`src/rtl/uart_rx_8n1.sv`:
```
// uart_rx_8n1: 8-bit UART receiver, 2-flop input synchronizer, mid-bit sampling at fixed latency.
// Optional even parity between data and stop bits: define UART_RX_PARITY_EN.
module uart_rx_8n1 #(
    parameter int CLKS_PER_BIT = 16
) (
    input  logic       clk,
    input  logic       rst,
    input  logic       ena,
    input  logic       rx,
    output logic [7:0] data_out,
    output logic       data_valid,
    output logic       frame_err,
    output logic       parity_err,
    output logic       busy
);

    localparam int TW = $clog2(CLKS_PER_BIT);
    localparam logic [TW-1:0] BIT_LAST  = TW'(CLKS_PER_BIT - 1);
    localparam logic [TW-1:0] HALF_LAST = TW'(CLKS_PER_BIT / 2 - 1);

    localparam logic [2:0] ST_IDLE   = 3'd0;
    localparam logic [2:0] ST_START  = 3'd1;
    localparam logic [2:0] ST_DATA   = 3'd2;
`ifdef UART_RX_PARITY_EN
    localparam logic [2:0] ST_PARITY = 3'd3;
`endif
    localparam logic [2:0] ST_STOP   = 3'd4;
    localparam logic [2:0] ST_BREAK  = 3'd5;

    logic [1:0]    r_sync;
    logic          r_rx_prev;
    logic [2:0]    r_state;
    logic [2:0]    w_state_next;
    logic [TW-1:0] r_timer;
    logic [2:0]    r_bit_idx;
    logic [7:0]    r_shift;
    logic [7:0]    r_data_out;
    logic          r_data_valid;
    logic          r_frame_err;

    logic          w_rx_s;
    logic          w_fall;
    logic          w_tick;
    logic          w_stop_point;
    logic          w_parity_ok;

    assign w_rx_s = r_sync[1];
    assign w_fall = r_rx_prev & ~w_rx_s;

    // START waits half a bit to land mid-bit; every later sample is a full bit apart.
    assign w_tick = (r_state == ST_START) ? (r_timer == HALF_LAST)
                                          : (r_timer == BIT_LAST);

    assign w_stop_point = ena && (r_state == ST_STOP) && w_tick;

    always_ff @(posedge clk) begin
        if (rst) begin
            r_sync    <= 2'b11;
            r_rx_prev <= 1'b1;
        end else begin
            r_sync    <= {r_sync[0], rx};
            r_rx_prev <= r_sync[1];
        end
    end

    always_comb begin
        w_state_next = r_state;
        case (r_state)
            ST_IDLE: begin
                if (w_fall) begin
                    w_state_next = ST_START;
                end
            end
            ST_START: begin
                if (w_tick) begin
                    w_state_next = w_rx_s ? ST_IDLE : ST_DATA;
                end
            end
            ST_DATA: begin
                if (w_tick && (r_bit_idx == 3'd7)) begin
`ifdef UART_RX_PARITY_EN
                    w_state_next = ST_PARITY;
`else
                    w_state_next = ST_STOP;
`endif
                end
            end
`ifdef UART_RX_PARITY_EN
            ST_PARITY: begin
                if (w_tick) begin
                    w_state_next = ST_STOP;
                end
            end
`endif
            ST_STOP: begin
                if (w_tick) begin
                    w_state_next = w_rx_s ? ST_IDLE : ST_BREAK;
                end
            end
            ST_BREAK: begin
                if (w_rx_s) begin
                    w_state_next = ST_IDLE;
                end
            end
            default: begin
                w_state_next = ST_IDLE;
            end
        endcase
        if (!ena) begin
            w_state_next = ST_IDLE;
        end
    end

    always_ff @(posedge clk) begin
        if (rst) begin
            r_state <= ST_IDLE;
        end else begin
            r_state <= w_state_next;
        end
    end

    // Timer idles at zero so entering START starts counting from a clean value.
    always_ff @(posedge clk) begin
        if (rst) begin
            r_timer <= '0;
        end else if (!ena || w_tick || (r_state == ST_IDLE) || (r_state == ST_BREAK)) begin
            r_timer <= '0;
        end else begin
            r_timer <= r_timer + TW'(1);
        end
    end

    always_ff @(posedge clk) begin
        if (rst) begin
            r_bit_idx <= 3'd0;
        end else if (!ena || (r_state == ST_IDLE)) begin
            r_bit_idx <= 3'd0;
        end else if ((r_state == ST_DATA) && w_tick) begin
            r_bit_idx <= r_bit_idx + 3'd1;
        end
    end

    always_ff @(posedge clk) begin
        if (rst) begin
            r_shift <= 8'h00;
        end else if (ena && (r_state == ST_DATA) && w_tick) begin
            r_shift <= {w_rx_s, r_shift[7:1]};
        end
    end

`ifdef UART_RX_PARITY_EN
    logic r_par_bit;
    logic r_parity_err;

    always_ff @(posedge clk) begin
        if (rst) begin
            r_par_bit <= 1'b0;
        end else if (ena && (r_state == ST_PARITY) && w_tick) begin
            r_par_bit <= w_rx_s;
        end
    end

    assign w_parity_ok = (r_par_bit == ^r_shift);

    always_ff @(posedge clk) begin
        if (rst) begin
            r_parity_err <= 1'b0;
        end else begin
            r_parity_err <= w_stop_point && !w_parity_ok;
        end
    end

    assign parity_err = r_parity_err;
`else
    assign w_parity_ok = 1'b1;
    assign parity_err  = 1'b0;
`endif

    always_ff @(posedge clk) begin
        if (rst) begin
            r_data_out   <= 8'h00;
            r_data_valid <= 1'b0;
            r_frame_err  <= 1'b0;
        end else begin
            r_data_valid <= w_stop_point && w_rx_s && w_parity_ok;
            r_frame_err  <= w_stop_point && !w_rx_s;
            if (w_stop_point && w_rx_s && w_parity_ok) begin
                r_data_out <= r_shift;
            end
        end
    end

    assign data_out   = r_data_out;
    assign data_valid = r_data_valid;
    assign frame_err  = r_frame_err;
    assign busy       = (r_state != ST_IDLE);

endmodule

```
`config.mk`:
```
export PLATFORM = sky130hd
export DESIGN_NAME = uart_rx_8n1
export DESIGN_NICKNAME = d
export VERILOG_FILES = /design/src/rtl/uart_rx_8n1.sv
export SDC_FILE = /design/constraint.sdc
export NUM_CORES = 1
export LEC_CHECK = 0
export BUFFER_PORTS_ARGS = -buffer_cell sky130_fd_sc_hd__buf_2
export CORE_UTILIZATION = 45
export CTS_BUF_LIST = sky130_fd_sc_hd__clkbuf_8 sky130_fd_sc_hd__clkbuf_16
export CTS_CLUSTER_SIZE = 40
export DETAILED_ROUTE_END_ITERATION = 10
export PLACE_DENSITY_LB_ADDON = 0.25
export SLEW_MARGIN = 25
export SYNTH_ARGS = -nofsm -noshare
export SYNTH_HDL_FRONTEND = slang
export SYNTH_SLANG_ARGS = --single-unit
```
`constraint.sdc`:
```
create_clock -name clk -period 1.94 [get_ports clk]
set_clock_uncertainty 0.1 [all_clocks]
set_input_delay 0.582 -clock clk [delete_from_list [all_inputs] [get_ports clk]]
set_output_delay 0.582 -clock clk [all_outputs]
set_load 0.05 [all_outputs]
```
==> impl_metrics.tcl <==
set metrics [dict create \
    syn-num-nets 140 \
    critPathMaxStageDelay_ns 0.39 \
    cp_top_family "flip-flops" \
    synth_cells 133 \
    wirelength_um 2350 \
    synth_cell_types 37 \
    num_vias 970 \
    antenna_found_initial 0 \
    cp.required_ns 1.26 \
    setup-tns-final_ns 0 \
    cap_violations 0 \
    diodes 0 \
    cts-root-buf "clkbuf_8" \
    max_freq_mhz 530 \
    synthesis.area_mm2 0.00134 \
    crit_path_end_kind "output pin" \
    worst-path-max-fanout 13 \
    ir_drop_v 0.000624 \
    drc 0 \
    multiInputGateArea_um2 666 \
    slew_viol_final 0 \
    critPathLaunchType "flop" \
    drive_gt1_frac 0.272 \
    ys_warn_count 0 \
    cts_tree "done" \
    postLayoutCellArea_mm2 0.00154 \
    dp_hpwl_um 1680 \
    numCtsBuffers 5 \
    placeableCoreArea_mm2 0.00278 \
    start_util 0.482 \
    placedInstanceArea_mm2 0.00143 \
    die_height_um 56.6 \
    fillers 272 \
    yosysSeqAreaShare 0.463 \
    gp_congestion 0.809 \
    rows 19 \
    min_period_ns 1.89 \
    cts.path.max_buffers 2 \
    cts_resized 5 \
    clk_latency_ns 0.27 \
    crit_slowest_cell "dfxtp_4" \
    fin_cells 182 \
    final_nets 158 \
    worstPathCellList "or3_4 > buf_6" \
    clkTransAtPathRegs_ns 0.06 \
    ios 16 \
    grt-ovfl-total 0 \
    p_per_area_mw_per_mm2 765 \
    ff_latch_area_um2 626 \
    status "finished, final reports clean" \
    wl_per_cell_um 12.9 \
    post_cts_buffers 0 \
    die_w_um 56.6 \
    ant_nets 0 \
    grt_max_degree 21 \
    syn2layout_area_growth_pct 14.5 \
    htree_levels 2 \
    viasPerCell 5.33 \
    fin_crit_sh 0.972 \
    setup_violations 0 \
    clock-sinks 31 \
    crit_type "flop to output pin" \
    grt_usage 0.178 \
    syn_avg_cell_area_um2 10.1 \
    drtIter0Drc 20 \
    cts_hold_buf 0 \
    rsz0062_at_grt "false" \
    grt_pass1_vias 935 \
    p_leak_nw 0.670 \
    first_pass_iters 4 \
    dieArea_mm2 0.00320 \
    cp_num_buf_inv 1 \
    grt_first_pass_wirelength_um 4220 \
    worstPathArrival_ns 1.20 \
    synth_seq_cells 31 \
    dp.cells 175 \
    hold_class "flop to flop" \
    portBuffers 14 \
    finalHoldViolCount 0 \
]
[cells by family after synthesis]
family	count (synthesis)	share of synthesized area
and+or+nand+nor	55	0.241
AOI/OAI and AO/OA	13	0.0728
xor gates and xnor gates	4	0.0261
muxes	16	0.119
other	1	0.00280
adders and majority gates	3	0.0280
buffers and inverters	10	0.0476
DFF	31	0.463
[per-stage QoR]
stage | util | power (mW) | hold slack, ns | setup WS [ns]
finish | 0.552 | 1.17 | 0.313 | 0.0534
detailed placement | 0.513 | 0.696 | 0.304 | 0.125
global placement | 0.513 | 0.695 | 0.291 | 0.177
global route | 0.552 | 1.22 | 0.344 | 0.00432
floorplan | - | 0.687 | 0.289 | 0.197
CTS | 0.549 | 1.20 | 0.317 | 0.0125
[final cells by class]
cell class              count  share of cell area
flip-flops and latches     31               0.407
clock inverters             1             0.00326
repair buffers             18              0.0693
clock buffers               6              0.0538
well taps                  31              0.0253
multi-input cells          92               0.434
inverters                   3             0.00733
[cells in the mapped netlist, drive strengths merged]
| library cell | count | area, um2 |
|---|---|---|
| dfxtp | 31 | 621 |
| nor2 | 20 | 75.1 |
| mux2i | 16 | 160 |
| nand3 | 6 | 40.0 |
| buf | 5 | 45.0 |
| nand2 | 5 | 18.8 |
| nor3b | 4 | 35.0 |
| nor4 | 4 | 40.0 |
| a21oi | 3 | 15.0 |
| ha | 3 | 37.5 |
| inv | 3 | 11.3 |
| nand2b | 3 | 18.8 |
| o21ai | 3 | 15.0 |
| or2 | 3 | 18.8 |
| xor2 | 3 | 26.3 |
| clkbuf | 2 | 7.51 |
| nor2b | 2 | 12.5 |
| nor3 | 2 | 15.0 |
| o31a | 2 | 17.5 |
| or3 | 2 | 13.8 |
| a211o | 1 | 8.76 |
| a21o | 1 | 7.51 |
| and2 | 1 | 6.26 |
| and3 | 1 | 6.26 |
| and4bb | 1 | 12.5 |
| conb | 1 | 3.75 |
| o21a | 1 | 7.51 |
| o311a | 1 | 10.0 |
| o32ai | 1 | 16.3 |
| or4b | 1 | 10.0 |
| xnor2 | 1 | 8.76 |
[worst paths after layout]
check              from    endpoint  slack [ns]  cells past startpoint
max          r_state[1]        busy        0.05                      2
min           r_sync[0]   r_sync[1]        0.31                      1
max reg2reg  r_timer[0]  r_state[1]        0.12                      5
min reg2reg   r_sync[0]   r_sync[1]        0.31                      1
[flip-flops by register name (all words and copies together) (netlist names)]
name / count
data_out: 8
r_shift: 8
r_timer: 4
r_bit_idx: 3
r_state: 3
r_sync: 2
data_valid: 1
frame_err: 1
r_rx_prev: 1
[metal layers]
layer | GRT usage | up-vias | routed length, um
li1 | - | 491 | -
met4 | 0.0941 | 0 | 46
met2 | 0.264 | 16 | 1080
met5 | 0 | - | 0
met1 | 0.223 | 458 | 1130
met3 | 0.0691 | 5 | 92
[layout by cell type, fill, tap and decap left out, types with 4 or more instances in the layout]
master | synthesis | layout
nand3_1 | 4 | 4
buf_4 | 3 | 4
buf_2 | 0 | 13
dfxtp_1 | 31 | 29
clkbuf_8 | 0 | 6
mux2i_1 | 16 | 16
nor2_1 | 20 | 20
nand2_1 | 5 | 5
[power by group]
part | switching [mW] | internal [mW]
Combinational | 0.0267 | 0.0146
Clock | 0.215 | 0.277
Sequential | 0.00250 | 0.639
(Power assumes the default switching activity.)
